--- src/rtl/lab5_seq_ctrl.sv ---
// lab5_seq_ctrl: one-at-a-time sequencer around the lab5 classifier; define LAB5_SEQ_CMP_EN for expected-result compare
module lab5_seq_ctrl #(
  parameter int DATA_W     = 8,
  parameter int SETTLE_CYC = 2,
  parameter int CNT_W      = 16
) (
  input  logic              clk,
  input  logic              rst,
  input  logic [DATA_W-1:0] in_data,
  input  logic              in_valid,
  output logic              in_ready,
  output logic [DATA_W-1:0] dut_in,
  input  logic              dut_a,
  input  logic              dut_b,
  input  logic              dut_c,
  input  logic              dut_d,
  output logic [3:0]        res_data,
  output logic              res_valid,
  input  logic              res_ready,
  output logic              busy,
`ifdef LAB5_SEQ_CMP_EN
  input  logic [3:0]        exp_data,
  output logic              mismatch,
  output logic [CNT_W-1:0]  err_cnt,
`endif
  output logic [CNT_W-1:0]  proc_cnt
);
  localparam int SC_EFF = (SETTLE_CYC < 1) ? 1 : SETTLE_CYC;
  localparam logic [7:0] CNT_INIT = 8'(SC_EFF - 1);
  typedef enum logic [1:0] {IDLE = 2'd0, SETTLE = 2'd1, OUT = 2'd2} state_t;
  state_t            r_state;
  logic [7:0]        r_cnt;
  logic [DATA_W-1:0] r_dut_in;
  logic [3:0]        r_res;
  logic              r_res_valid;
  logic [CNT_W-1:0]  r_proc;
  logic [3:0]        w_res;
`ifdef LAB5_SEQ_CMP_EN
  logic [3:0]        r_exp;
  logic              r_mis;
  logic [CNT_W-1:0]  r_err;
  assign mismatch = r_mis;
  assign err_cnt  = r_err;
`endif
  assign w_res     = {dut_a, dut_b, dut_c, dut_d};
  assign in_ready  = (r_state == IDLE);
  assign busy      = (r_state != IDLE);
  assign dut_in    = r_dut_in;
  assign res_data  = r_res;
  assign res_valid = r_res_valid;
  assign proc_cnt  = r_proc;
  // accept a vector, let the classifier settle, capture its outputs, hold until taken
  always_ff @(posedge clk) begin
    if (rst) begin
      r_state     <= IDLE;
      r_cnt       <= '0;
      r_dut_in    <= '0;
      r_res       <= '0;
      r_res_valid <= 1'b0;
      r_proc      <= '0;
`ifdef LAB5_SEQ_CMP_EN
      r_exp       <= '0;
      r_mis       <= 1'b0;
      r_err       <= '0;
`endif
    end else begin
      case (r_state)
        IDLE: if (in_valid) begin
          r_dut_in <= in_data;
          r_cnt    <= CNT_INIT;
          r_state  <= SETTLE;
`ifdef LAB5_SEQ_CMP_EN
          r_exp    <= exp_data;
`endif
        end
        SETTLE: if (r_cnt != 8'd0) r_cnt <= r_cnt - 8'd1;
        else begin
          r_res       <= w_res;
          r_res_valid <= 1'b1;
          r_state     <= OUT;
`ifdef LAB5_SEQ_CMP_EN
          r_mis       <= (w_res != r_exp);
          if (w_res != r_exp) r_err <= r_err + 1'b1;
`endif
        end
        OUT: if (r_res_valid && res_ready) begin
          r_res_valid <= 1'b0;
          r_proc      <= r_proc + 1'b1;
          r_state     <= IDLE;
`ifdef LAB5_SEQ_CMP_EN
          r_mis       <= 1'b0;
`endif
        end
        default: r_state <= IDLE;
      endcase
    end
  end
endmodule

--- config.mk ---
export PLATFORM = sky130hd
export DESIGN_NAME = lab5_seq_ctrl
export DESIGN_NICKNAME = d
export VERILOG_FILES = /design/src/rtl/lab5_seq_ctrl.sv
export SDC_FILE = /design/constraint.sdc
export NUM_CORES = 1
export LEC_CHECK = 0
export ABC_AREA = 1
export CORE_AREA = 2 2 80 82
export DETAILED_ROUTE_END_ITERATION = 7
export DIE_AREA = 0 0 82 84
export PLACE_DENSITY = 0.61
export SLEW_MARGIN = 40
export SYNTH_ARGS = -nofsm -noshare
export SYNTH_HDL_FRONTEND = slang
export SYNTH_SLANG_ARGS = --single-unit
--- constraint.sdc ---
create_clock -name clk -period 2.3 [get_ports clk]
set_clock_uncertainty 0.05 [all_clocks]
set_input_delay 0.69 -clock clk [delete_from_list [all_inputs] [get_ports clk]]
set_output_delay 0.69 -clock clk [all_outputs]
set_load 0.02 [all_outputs]
* Word-level counts from Yosys, hierarchy flattened *
Cells that the tools add are included.

storage, ports and cells
  flip-flop bits (word level) = 39
  latch bits = 0
  bits in writable memories = 0
  bits in read-only memories = 0
  bits of input ports = 16
  output and inout bits = 31
  memories = 0

cells by class
  add/subtract/negate cells = 2
  multiply operators = 0
  div/mod/pow operators = 0
  magnitude comparators = 0
  equality and inequality tests = 6
  shifts and indexed selects = 0
  mux-type cells = 10
  bitwise logic cells = 1
  reduce and logical (&&, ||, !) cells = 12

operators by type and width
  cell                                                                count
  16-bit by 1-bit adder with 16-bit output, second input constant     1
  8-bit two-way mux                                                   2
  8-bit one-hot mux with 2 select lines                               1
  3-bit AND reduction                                                 3
  2-bit inequality test, second input constant                        4
  8-bit nonzero test                                                  1
  8-bit by 1-bit subtractor with 8-bit output, second input constant  1
  2-bit two-way mux                                                   3
  2-bit one-hot mux with 3 select lines                               1
  2-bit AND reduction                                                 3
  2-bit nonzero test                                                  3
  2-bit by 1-bit == test with 1-bit output, second input constant     1
  2-bit == test, second input constant                                1
  2-bit zero test                                                     1
  1-bit two-way mux                                                   2
  1-bit one-hot mux with 2 select lines                               1
  1-bit logical AND                                                   1
  1-bit inverter                                                      1

* Longest topological paths before layout *
Gate-level depths: netlist (run 1).

  depth after elaboration = 3
  mapped depth = 9
  depth with buffers taken out = 8

* Least setup slack after synthesis (run 1) *
Ideal clock, no wire load.

  path kind = flip-flop to output port
  from = register r_state[1]
  to = output port busy
  data arrival time = 799 ps
  setup slack = 761 ps
  cell stages (with the launch flop) = 3
  path buffers = 0
  path through = dfxtp_1 > nor2_2 > inv_1

between the ends
  word-level cells in the longest chain between the ends = 1

RTL lines
  element                   RTL line  text
  start: declaration        31        state_t r_state;
  start signal: assignment  55        r_state <= IDLE;
  start signal: assignment  71        r_state <= SETTLE;
  start signal: assignment  80        r_state <= OUT;
  2-bit nonzero test        47        assign busy = (r_state != IDLE);
  end: declaration          20        output logic busy,

No other way between the ends.

* Worst setup path in the final report (run 1) *
  from = register r_state[1]
  to = output port in_ready

between the ends
  word-level cells in the longest chain between the ends = 1

RTL lines
  element           RTL line  text
  2-bit zero test   46        assign in_ready = (r_state == IDLE);
  end: declaration  11        output logic in_ready,

No other way between the ends.

==> key figures, run 1 <==
Run status
  • Status: finished clean

Route
  • Number of remaining DRC errors: 0
  • WL/cell: 10.3 µm
  • Final ANT Viol Nets: 0
  • Vias per cell: 4.42
  • WL final: 3.80 mm
  • Vias: 1634
  • Drt first pass iters: 4
  • First DRT Iteration DRCs: 25

Cells and area
  • Layout Nets: 311
  • # diodes: 0
  • Share of cells above drive strength 1: 0.109
  • Layout area overhead: 39.1%
  • Fillers: 650

Yosys
  • Post-Syn Area: 1740 µm²
  • Most common library cells after synthesis: 56 x nor2_1, 39 x dfxtp_1, 32 x nand2_1, 23 x inv_1, 15 x o21ai_0
  • Synth Instances: 240
  • Share of the synthesized area in the top cell type: 0.448
  • Synth async-reset ratio: 0
  • Cell variety after synth: 26
  • Area contributors post-synth: dfxtp_1 45%, nor2_1 12%, nand2_1 6.9%
  • Synth area leader: dfxtp_1
  • Most numerous cell in the Yosys netlist: nor2_1
  • Syn avg cell area: 7.26 µm²
  • Top_reg_cell synth: dfxtp_1
  • Sequential share of the synthesized area: 0.448
  • Number of synthesis warnings: 0
  • Number of synthesized register bits: 39
  • EDFF count, synth: 0
  • Syn_nets: 259

Power
  • Power per Cell Area: 836 nW/µm²
  • Peak supply drop: 0.000624 V
  • Total power: 2.03 mW
  • Pleak: 0.939 nW

Worst setup path
  • Critical path type: register to output port
  • Worst path top cell family by delay: buffers and inverters
  • Critical path buffer and inverter count: 1
  • CP startpoint: r_state[1]$_SDFFE_PP0P_
  • Largest fanout on the critical path: 4
  • Worst r2r src: r_cnt[0]$_SDFFE_PP0P_
  • Crit path required time: 1.56 ns
  • Arrival @ worst endpoint: 1.48 ns
  • Slowest stage delay, CP: 0.63 ns
  • Crit-path cells: nor2_2 -> clkdlybuf4s50_1
  • CP startpoint kind: register
  • Worst-path cell with the longest stage delay: clkdlybuf4s50_1
  • Crit path capture type: output port

Clock tree
  • H-tree depth: 2
  • Max Root-Sink Buffers: 2
  • Worst-Skew Late Latency: 0.29 ns
  • # clock sinks: 39
  • Post-CTS setup buffer count: 0
  • Resize count post-CTS: 0
  • Total CTS buffers: 5
  • TritonCTS clock tree: yes
  • Hold Buf Count CTS: 0
  • Clock Root Buffer: clkbuf_8
  • Reg clk slew, reported paths: 0.08 ns

Timing
  • Worst-margin pin slew: 0.351 ns
  • Max Transition Viols Final: 0
  • Fin crit share: 0.965
  • Unrepaired setup endpoints after global routing: false
  • Fin. Hold Viols: 0
  • Relative slew slack: 0.764
  • Final setup vio count: 0
  • Setup TNS Final: 0 ns
  • Achievable Freq: 451 MHz
  • Fin crit period: 2.22 ns

Floorplanning
  • Rows: 29
  • DIE WIDTH: 82 µm
  • # IOs: 47
  • Core area: 6100 µm²
  • Die Area: 6890 µm²
  • Initial core utilization: 0.286
  • DIE HEIGHT: 84 µm

Hold path
  • Hold Crit Class: register to register
  • Hold path start: dut_in[2]$_SDFFE_PP0P_

Global route
  • Initial antenna violation count: 0
  • Tot GR Track Use: 0.118
  • Largest net degree at the start of global routing: 19
  • Number of global-route vias before repair: 1533
  • First-pass GRT wire length: 6.40 mm
  • Grt total ovfl: 0

Placed design
  • Gpl congestion: 0.809
  • Port Buffer Count: 46
  • DP Wirelength: 2.87 mm

Flow run
  • Max_cap viols: 0
==> through the flow <==
stage	util	setup WS (ns)	cell area (µm²)	cells	hold slack (ns)
after floorplan	-	0.761	1740	240	0.398
after global placement	0.379	0.185	2310	362	0.414
after detailed placement	0.379	0.133	2310	362	0.418
after CTS	0.398	0.0590	2420	370	0.438
after global routing	0.398	0.0264	2420	370	0.472
final	0.398	0.0807	2420	370	0.436
==> power breakdown <==
part | leakage, nW | switching (mW) | internal (mW)
combinational | 0.563 | 0.368 | 0.261
sequential | 0.318 | 0.0621 | 0.762
clock | 0.0581 | 0.251 | 0.323
==> cell usage in the layout, fill, tap and decap left out, drive strengths merged <==
cell type / count
nand3: 16
clkdlybuf4s50: 46
nand4: 2
nor3b: 1
a211oi: 1
nor2: 63
o21ai: 23
clkbuf: 5
clkinv: 2
buf: 3
nor3: 6
inv: 29
xor2: 3
dfxtp: 39
a21oi: 14
o21a: 1
nand2: 35
ha: 3
bufinv: 1
==> sequential cells by signal (all words and copies together) (netlist names) <==
signal	cells
res_data	4
res_valid	1
proc_cnt	16
r_cnt	8
dut_in	8
r_state	2
==> metal layers <==
layer / vias to the layer above / routed length (µm) / global-route usage
met1: 719 / 1800 / 0.142
met2: 39 / 1760 / 0.195
met3: 7 / 184 / 0.0335
li1: 869 / - / -
met5: - / 0 / 0
met4: 0 / 55 / 0.0455
==> path summary, 6_finish.rpt <==
check                                end  slack (ns)  depth (start not counted)
hold / removal    dut_in[2]$_SDFFE_PP0P_        0.44                          2
setup / recovery                in_ready        0.08                          2
hold reg to reg   dut_in[2]$_SDFFE_PP0P_        0.44                          2
setup reg to reg   r_cnt[4]$_SDFFE_PP0P_        0.82                          8
==> cell families (layout without fill, tap and decap cells) <==
| kind of cell | count (synthesis) | after routing | synth area share |
|---|---|---|---|
| AOI/OAI and AO/OA | 39 | 39 | 0.117 |
| xor gates and xnor gates | 3 | 3 | 0.0151 |
| adders and majority gates | 3 | 3 | 0.0215 |
| buffers and inverters | 33 | 86 | 0.0754 |
| DFF | 39 | 39 | 0.448 |
| and+or+nand+nor | 123 | 123 | 0.323 |
==> worst register-to-register path: stages, from the launching register on <==
cell     delay, ns
dfxtp_1       0.30
inv_1         0.12
ha_1          0.19
nand2_1       0.07
o21ai_2       0.18
nand2_2       0.18
inv_1         0.16
nand2_1       0.06
a21oi_1       0.11
==> cell type report <==
class	count	area, µm²	area share
sequential	39	781	0.322
multi-input combinational	168	831	0.343
tap	77	96.3	0.0397
inverter	29	109	0.0449
clock inverter	3	43.8	0.0181
clock buffer	5	68.8	0.0284
timing repair buffer	49	495	0.204
Note: power is estimated with default switching activity, not from simulation.
==> run 2: changes to the inputs <==
Settings changed: SLEW_MARGIN 40 to 20.
Clock period 2.3 ns to 2.1 ns, I/O delays scaled along.
==> run 2 against run 1 <==
Effect of this change: critical path depth decreased by 1; via count up 0.12%; combinational power grew 7.8%; final area fell by 1.5%; die area unchanged; routed wire length down 2.6%; clock power fell by 17%; cell count is 0.27% higher; hold slack hardly changed; sequential power is 9.7% higher; global-route usage is 0.55 points lower; clock-buffer cell count increased by 2; largest cell class unchanged; largest power group unchanged.
==> key figures, run 2 (same netlist as run 1, synthesis figures left out) <==
Floorplanning
  • DIE WIDTH: 82 µm (unchanged)
  • # IOs: 47 (unchanged)
  • Initial core utilization: 0.286 (unchanged)
  • Rows: 29 (unchanged)
  • Die Area: 6890 µm² (unchanged)
  • DIE HEIGHT: 84 µm (unchanged)
  • Core area: 6100 µm² (unchanged)

Cells and area
  • Most common cell after layout, fill and taps aside: nor2_1 (unchanged)
  • Number of flip-flops in the largest register: 16 (unchanged)
  • Area of the multi-input gates: 831 µm² (unchanged)
  • # diodes: 0 (unchanged)
  • Commonest cells after routing, fill and taps aside: 56 x nor2_1, 44 x clkdlybuf4s50_1, 38 x dfxtp_1 (was 56 x nor2_1, 46 x clkdlybuf4s50_1, 39 x dfxtp_1)
  • Share of cells above drive strength 1: 0.109 (about the same)
  • Layout area overhead: 37.0% (was 39.1%)
  • Register area: 782 µm² (was 781 µm²)
  • Fillers: 669 (was 650)
  • Layout Nets: 312 (was 311)

Worst setup path
  • Slowest stage delay, CP: 0.65 ns (was 0.63 ns)
  • Critical path buffer and inverter count: 1 (unchanged)
  • Arrival @ worst endpoint: 1.34 ns (was 1.48 ns)
  • Crit-path cells: clkdlybuf4s50_1 (was nor2_2 -> clkdlybuf4s50_1)
  • Largest fanout on the critical path: 4 (unchanged)
  • Worst path top cell family by delay: buffers and inverters (unchanged)
  • Worst-path cell with the longest stage delay: clkdlybuf4s50_1 (unchanged)
  • Critical path type: register to output port (unchanged)
  • Crit path required time: 1.42 ns (was 1.56 ns)
  • CP startpoint kind: register (unchanged)
  • Crit path capture type: output port (unchanged)

Power
  • Pleak: 0.926 nW (was 0.939 nW)
  • Reg power frac: 0.439 (was 0.407)
  • Clock share of power: 0.232 (was 0.283)
  • Combinational share of power: 0.329 (was 0.310)
  • Power per Cell Area: 863 nW/µm² (was 836 nW/µm²)
  • Peak supply drop: 0.000482 V (was 0.000624 V)
  • Psw: 0.713 mW (was 0.681 mW)
  • Sw frac: 0.346 (was 0.336)
  • Int Pwr: 1.35 mW (about the same)

Clock tree
  • TritonCTS clock tree: yes (unchanged)
  • H-tree depth: 2 (unchanged)
  • Max Root-Sink Buffers: 2 (unchanged)
  • # clock sinks: 39 (unchanged)
  • Hold Buf Count CTS: 0 (unchanged)
  • Reg clk slew, reported paths: 0.07 ns (was 0.08 ns)
  • Clock Root Buffer: clkbuf_8 (unchanged)
  • Total CTS buffers: 5 (unchanged)
  • Worst-Skew Late Latency: 0.28 ns (was 0.29 ns)

Timing
  • Achievable Freq: 495 MHz
  • Final setup vio count: 0 (unchanged)
  • Relative slew slack: 0.531 (was 0.764)
  • Fin crit period: 2.02 ns
  • Max Transition Viols Final: 0 (unchanged)
  • Setup TNS Final: 0 ns (unchanged)
  • Fin crit share: 0.963
  • Min Hold Slack: 0.436 ns (about the same)
  • Worst-margin pin slew: 0.702 ns (was 0.351 ns)
  • Unrepaired setup endpoints after global routing: false (unchanged)
  • Fin. Hold Viols: 0 (unchanged)

Route
  • Number of remaining DRC errors: 0 (unchanged)
  • Drt first pass iters: 4 (unchanged)
  • WL/cell: 9.98 µm (was 10.3 µm)
  • First DRT Iteration DRCs: 55 (was 25)
  • Vias per cell: 4.41 (was 4.42)
  • WL final: 3.70 mm (was 3.80 mm)
  • Final ANT Viol Nets: 0 (unchanged)
  • Vias: 1636 (was 1634)

Placed design
  • Port Buffer Count: 46 (unchanged)
  • Gpl congestion: 0.840 (was 0.809)
  • DP Wirelength: 2.76 mm (was 2.87 mm)

Hold path
  • Hold Crit Class: register to register (unchanged)

Global route
  • Tot GR Track Use: 0.113 (was 0.118)
  • Largest net degree at the start of global routing: 26 (was 19)
  • First-pass GRT wire length: 6.19 mm (was 6.40 mm)
  • Grt total ovfl: 0 (unchanged)
  • Number of global-route vias before repair: 1522 (was 1533)
  • Initial antenna violation count: 0 (unchanged)

Run status
  • Status: finished clean (unchanged)

Flow run
  • Max_cap viols: 0 (unchanged)
==> run 2: changes by cell type in the layout (fill, tap and decap cells not counted), sizes merged <==
cell	before	now
dlygate4sd2	0	2
buf	3	4
clkinv	2	1
clkbuf	5	7
bufinv	1	0
clkdlybuf4s50	46	44
==> run 2: area by class of cell <==
| cell class | count | area share |
|---|---|---|
| clock inverter | 1 | 0.00210 |
| multi-input combinational | 168 | 0.348 |
| timing repair buffer | 50 | 0.204 |
| tap | 77 | 0.0404 |
| inverter | 29 | 0.0456 |
| clock buffer | 7 | 0.0320 |
| sequential | 39 | 0.328 |
==> run 2: worst paths after layout <==
path	start	to	slack, ns	cells past startpoint
worst min register to register	r_cnt[5]$_SDFFE_PP0P_	r_cnt[5]$_SDFFE_PP0P_	0.44	2
worst max register to register	r_cnt[4]$_SDFFE_PP0P_	r_cnt[4]$_SDFFE_PP0P_	0.63	7
worst min-delay path	r_cnt[5]$_SDFFE_PP0P_	r_cnt[5]$_SDFFE_PP0P_	0.44	2
worst max-delay path	res_valid$_SDFFE_PP0P_	res_valid	0.08	1
==> run 2: power by group through the flow <==
| stage | clock network [mW] | logic [mW] | registers [mW] |
|---|---|---|---|
| CTS | 0.501 | 0.689 | 0.905 |
| detailed placement | 0 | 0.697 | 0.919 |
| global placement | 0 | 0.688 | 0.920 |
| finish | 0.477 | 0.678 | 0.904 |
| floorplan | 0 | 0.409 | 0.970 |
| global route | 0.523 | 0.783 | 0.918 |
==> run 2: layer usage <==
layer / routed length [µm] / vias to the layer above / GRT usage
met5: 0 / - / 0
met4: 51 / 0 / 0.0409
met1: 1730 / 728 / 0.139
li1: - / 868 / -
met3: 227 / 5 / 0.0390
met2: 1690 / 35 / 0.178
==> run 2: through the flow <==
step | area [µm²] | setup slack, ns | instances | utilization | total power, mW
final | 2390 | 0.0787 | 371 | 0.392 | 2.06
after floorplan | 1740 | 0.621 | 240 | - | 1.38
after detailed placement | 2310 | 0.00246 | 363 | 0.378 | 1.62
after global routing | 2390 | 0.0168 | 371 | 0.392 | 2.22
after CTS | 2390 | 0.0522 | 371 | 0.392 | 2.10
after global placement | 2310 | 0.0256 | 363 | 0.378 | 1.61
==> run 2: repair_timing <==
| item | CTS | global route |
|---|---|---|
| setup endpoints to repair | 2 | 0 |
| gates resized for setup | 3 | 0 |
| setup buffers | 0 | 0 |
==> run 3: changes to the inputs <==
--- a/config.mk
+++ b/config.mk
@@ -8,7 +8,9 @@
 export ABC_AREA = 1
 export CORE_AREA = 2 2 80 82
+export CTS_CLUSTER_DIAMETER = 40
 export DETAILED_ROUTE_END_ITERATION = 7
 export DIE_AREA = 0 0 82 84
 export PLACE_DENSITY = 0.61
+export REMOVE_ABC_BUFFERS = 1
 export SLEW_MARGIN = 20
 export SYNTH_ARGS = -nofsm -noshare
==> constraint.sdc (replaced) <==
create_clock -name clk -period 2.1 [get_ports clk]
set_clock_uncertainty 0.05 [all_clocks]
set_input_delay 0.42 -clock clk [delete_from_list [all_inputs] [get_ports clk]]
set_output_delay 0.42 -clock clk [all_outputs]
set_load 0.02 [all_outputs]
==> run 3 against run 2 <==
Effect of this change: non-clock buffer count is 3 lower; via count is 0.61% higher; die area stayed put; combinational power hardly changed; critical path type unchanged; global-route usage is 0.57 points higher; critical path depth is 1 higher; critical endpoint is now in_ready; clock-buffer cell count stayed put.
==> key figures, run 3 (same netlist as run 1, synthesis figures left out) <==
Clock tree
  • Resize count post-CTS: 0 (was 3)
  • H-tree depth: 2 (unchanged)
  • Clock Root Buffer: clkbuf_8 (unchanged)
  • TritonCTS clock tree: yes (unchanged)
  • Total CTS buffers: 5 (unchanged)
  • # clock sinks: 39 (unchanged)
  • Worst-Skew Late Latency: 0.29 ns (was 0.28 ns)
  • Hold Buf Count CTS: 0 (unchanged)
  • Reg clk slew, reported paths: 0.07 ns (about the same)
  • Max Root-Sink Buffers: 2 (unchanged)
  • Post-CTS setup buffer count: 0 (unchanged)

Worst setup path
  • Worst reg2reg path endpoint: r_cnt[7]$_SDFFE_PP0P_ (was r_cnt[4]$_SDFFE_PP0P_)
  • R2R depth: 6 (was 7)
  • Largest fanout on the critical path: 4 (unchanged)
  • Crit path capture type: output port (unchanged)
  • CP startpoint kind: register (unchanged)
  • Worst r2r src: r_state[1]$_SDFFE_PP0P_ (was r_cnt[4]$_SDFFE_PP0P_)
  • Critical path buffer and inverter count: 1 (unchanged)
  • Worst-path cell with the longest stage delay: clkdlybuf4s50_1 (unchanged)
  • Crit-path cells: nor2_2 -> clkdlybuf4s50_1 (was clkdlybuf4s50_1)
  • Critical path type: register to output port (unchanged)
  • Arrival @ worst endpoint: 1.54 ns (was 1.34 ns)
  • Crit path required time: 1.63 ns (was 1.42 ns)
  • Reg2reg setup slack: 0.63 ns (about the same)
  • Worst path top cell family by delay: buffers and inverters (unchanged)
  • Slowest stage delay, CP: 0.65 ns (about the same)

Cells and area
  • Share of cells above drive strength 1: 0.0962 (was 0.109)
  • # diodes: 0 (unchanged)
  • Layout area overhead: 35.8% (was 37.0%)
  • Number of flip-flops in the largest register: 16 (unchanged)
  • Commonest cells after routing, fill and taps aside: 56 x nor2_1, 46 x clkdlybuf4s50_1, 39 x dfxtp_1 (was 56 x nor2_1, 44 x clkdlybuf4s50_1, 38 x dfxtp_1)
  • Layout Nets: 309 (was 312)
  • Final core occ: 0.388 (was 0.392)
  • Most common cell after layout, fill and taps aside: nor2_1 (unchanged)

Global route
  • Initial antenna violation count: 0 (unchanged)
  • First-pass GRT wire length: 6.40 mm (was 6.19 mm)
  • Grt total ovfl: 0 (unchanged)
  • Number of global-route vias before repair: 1491 (was 1522)
  • Tot GR Track Use: 0.118 (was 0.113)
  • Largest net degree at the start of global routing: 26 (unchanged)

Route
  • Vias per cell: 4.47 (was 4.41)
  • Final ANT Viol Nets: 0 (unchanged)
  • WL/cell: 10.3 µm (was 9.98 µm)
  • Vias: 1646 (was 1636)
  • Drt first pass iters: 4 (unchanged)
  • First DRT Iteration DRCs: 51 (was 55)
  • WL final: 3.79 mm (was 3.70 mm)
  • Number of remaining DRC errors: 0 (unchanged)

Hold path
  • WHS Path Cells: 2 (unchanged)
  • Hold path start: r_cnt[7]$_SDFFE_PP0P_ (was r_cnt[5]$_SDFFE_PP0P_)
  • Endpoint, Worst Hold: r_cnt[7]$_SDFFE_PP0P_ (was r_cnt[5]$_SDFFE_PP0P_)
  • Hold Crit Class: register to register (unchanged)

Floorplanning
  • Rows: 29 (unchanged)
  • Die Area: 6890 µm² (unchanged)
  • Core area: 6100 µm² (unchanged)
  • # IOs: 47 (unchanged)
  • Initial core utilization: 0.286 (unchanged)
  • DIE HEIGHT: 84 µm (unchanged)
  • DIE WIDTH: 82 µm (unchanged)

Timing
  • Relative slew slack: 0.559 (was 0.531)
  • Fin crit share: 0.958 (was 0.963)
  • Unrepaired setup endpoints after global routing: false (unchanged)
  • Final setup vio count: 0 (unchanged)
  • Fin. Hold Viols: 0 (unchanged)
  • Max Transition Viols Final: 0 (unchanged)
  • Fin crit period: 2.01 ns (was 2.02 ns)
  • Setup TNS Final: 0 ns (unchanged)
  • Worst-margin pin slew: 0.661 ns (was 0.702 ns)
  • Achievable Freq: 497 MHz (was 495 MHz)

Placed design
  • Gpl congestion: 0.803 (was 0.840)
  • Port Buffer Count: 46 (unchanged)
  • DP Wirelength: 2.74 mm (was 2.76 mm)

Flow run
  • Max_cap viols: 0 (unchanged)

Power
  • Peak supply drop: 0.000392 V (was 0.000482 V)
  • Power per Cell Area: 875 nW/µm² (was 863 nW/µm²)
  • Pleak: 0.909 nW (was 0.926 nW)

Run status
  • Status: finished clean (unchanged)
run 3: changes by cell type in the layout (fill, tap and decap cells not counted), sizes merged:
| cell | previous run | this run |
|---|---|---|
| buf | 4 | 1 |
| clkdlybuf4s50 | 44 | 46 |
| dlygate4sd2 | 2 | 0 |
run 3: worst max path at each step:
stage                        startpoint                         to  slack (ns)  depth (start not counted)
3_5_place_dp                  res_ready  proc_cnt[13]$_SDFFE_PP0P_        0.20                          8
6_report        r_state[1]$_SDFFE_PP0P_                   in_ready        0.09                          2
4_1_cts         r_state[1]$_SDFFE_PP0P_                   in_ready        0.06                          2
2_1_floorplan  proc_cnt[0]$_SDFFE_PP0P_  proc_cnt[12]$_SDFFE_PP0P_        0.72                          6
5_1_grt         r_state[1]$_SDFFE_PP0P_                   in_ready       0.001                          2
3_3_place_gp                  res_ready  proc_cnt[13]$_SDFFE_PP0P_        0.22                          8
run 3: power breakdown:
part / leakage [nW] / switching [mW] / internal, mW
Sequential: 0.318 / 0.0678 / 0.835
Combinational: 0.549 / 0.402 / 0.277
Clock: 0.0422 / 0.256 / 0.233
run 3: worst register-to-register path, cell delays in order (launching register included):
cell,delay [ns]
dfxtp_1,0.43
nor2_2,0.11
nand2_2,0.18
inv_2,0.13
nor2_1,0.28
inv_1,0.11
a21oi_1,0.13
run 3: through the flow:
| stage | instances | hold WS, ns | total power [mW] | instance area (µm²) | setup slack, ns |
|---|---|---|---|---|---|
| floorplan | 236 | 0.399 | 1.36 | 1720 | 0.717 |
| global placement | 360 | 0.414 | 1.60 | 2280 | 0.223 |
| detailed placement | 360 | 0.421 | 1.60 | 2280 | 0.197 |
| CTS | 368 | 0.432 | 2.10 | 2370 | 0.0582 |
| global route | 368 | 0.457 | 2.22 | 2370 | 0.00141 |
| finish | 368 | 0.432 | 2.07 | 2370 | 0.0885 |
run 3: cell type report:
cell class	instances	area, µm²
inverter	29	109
multi-input combinational	168	831
clock buffer	7	76.3
timing repair buffer	47	468
clock inverter	1	5.00
sequential	39	781
fill	645	3730
tap	77	96.3
run 3: metal layers:
| metal | up-vias | track usage | wire [µm] |
|---|---|---|---|
| li1 | 866 | - | - |
| met1 | 732 | 0.147 | 1800 |
| met3 | 7 | 0.0422 | 240 |
| met4 | 0 | 0.0485 | 59 |
| met2 | 41 | 0.183 | 1690 |
| met5 | - | 0 | 0 |
==> RTL change, RTL diff (config.mk and constraints of run 3) <==
The parameter `CNT_W` goes from 16 to 14.
--- a/src/rtl/lab5_seq_ctrl.sv
+++ b/src/rtl/lab5_seq_ctrl.sv
@@ -2,7 +2,7 @@
 module lab5_seq_ctrl #(
   parameter int DATA_W     = 8,
   parameter int SETTLE_CYC = 2,
-  parameter int CNT_W      = 16
+  parameter int CNT_W      = 14
 ) (
   input  logic              clk,
   input  logic              rst,
Interface: changed (resized proc_cnt); port bits go from 47 to 45. The function was not compared with the original's and may differ.
==> RTL change against run 3 <==
- area after synthesis shrank 5.0%
- total power grew 3.6%
- setup slack better by 0.070 ns
- clock power rose by 12%
- count of clock-buffer cells in the layout unchanged
- maximum frequency grew 3.6%
- final area decreased by 2.8%
- combinational power rose by 6.6%
- wire length is 4.2% lower
- global-route usage fell by 0.43 points
- sequential cell count decreased by 2
- critical endpoint unchanged
- highest routed layer unchanged
==> RTL change: results <==
metrics = {
    "outcome": {
        "outcome": "finished, final reports clean",
    },
    "power": {
        "power.leakage_nw": 0.952,
        "ir_drop_v": 0.000326,
    },
    "clock_tree": {
        "cts_made_buffers": 5,
        "post_cts_buffers": 0,
    },
    "global_routing": {
        "grtUsageMet3_pct": 3.68,
        "grt_max_degree": 21,
        "grt_usage_pct": 11.4,
        "grt_pass1_wl_mm": 6.13,
        "grt_pass1_vias": 1449,
        "antenna_found_initial": 0,
        "met2_usage_pct": 18.6,
        "grt_util_met1_pct": 13.2,
    },
    "sta": {
        "tightest_slew_ns": 0.346,
    },
    "yosys": {
        "synth_compound_area_share_pct": 12.2,
        "synth_seq_area_share_pct": 44.7,
        "synth_common_cells": "nor2_1 (58), dfxtp_1 (37), nand2_1 (33)",
        "synth-xor-area-share_pct": 0.529,
        "synth.area.top_cells": "dfxtp_1 (45%), nor2_1 (13%), nand2_1 (7.5%)",
        "ys_types": 23,
    },
    "place": {
        "place_hpwl_mm": 2.75,
        "dpl_cell_area_um2": 2200,
        "port_buffers": 44,
        "gp_congestion": 0.811,
    },
    "detailed_routing": {
        "dr_wl_met3_um": 194,
        "finalWirelength_mm": 3.63,
        "met2_length_mm": 1.74,
        "vias": 1576,
        "drtIter0Drc": 45,
        "wl_met1_mm": 1.63,
    },
    "final_layout": {
        "diodes": 0,
        "num-fill-cells": 643,
        "layout-drive-gt1-share_pct": 8.42,
        "buffer_area_share_pct": 20.3,
        "buffers": 46,
        "clk_share_pct": 4.41,
        "nets": 303,
        "seq_cell_count": 37,
        "multi_input_area_share_pct": 34.1,
        "largest_reg_flops": 14,
    },
    "setup_path": {
        "cp_max_fo": 3,
    },
}
## RTL change: final timing paths
| kind | start | endpoint | slack (ns) | cells past startpoint |
|---|---|---|---|---|
| max reg2reg | r_cnt[0] | r_cnt[4] | 0.57 | 8 |
| min | proc_cnt[7] | proc_cnt[7] | 0.43 | 2 |
| max | r_state[0] | in_ready | 0.16 | 2 |
| min reg2reg | proc_cnt[7] | proc_cnt[7] | 0.43 | 2 |
## RTL change: power by group
part | total [W] | internal (W) | switching, W
Clock | 0.000548 | 0.000297 | 0.000251
Sequential | 0.000874 | 0.000803 | 0.0000712
Combinational | 0.000724 | 0.000306 | 0.000418
## RTL change: metrics by stage
stage	cells	setup slack [ns]	hold slack (ns)
after floorplan	231	0.633	0.399
after global placement	354	0.248	0.416
after detailed placement	354	0.193	0.424
after CTS	362	0.129	0.436
after global routing	362	0.0685	0.465
final	362	0.159	0.434
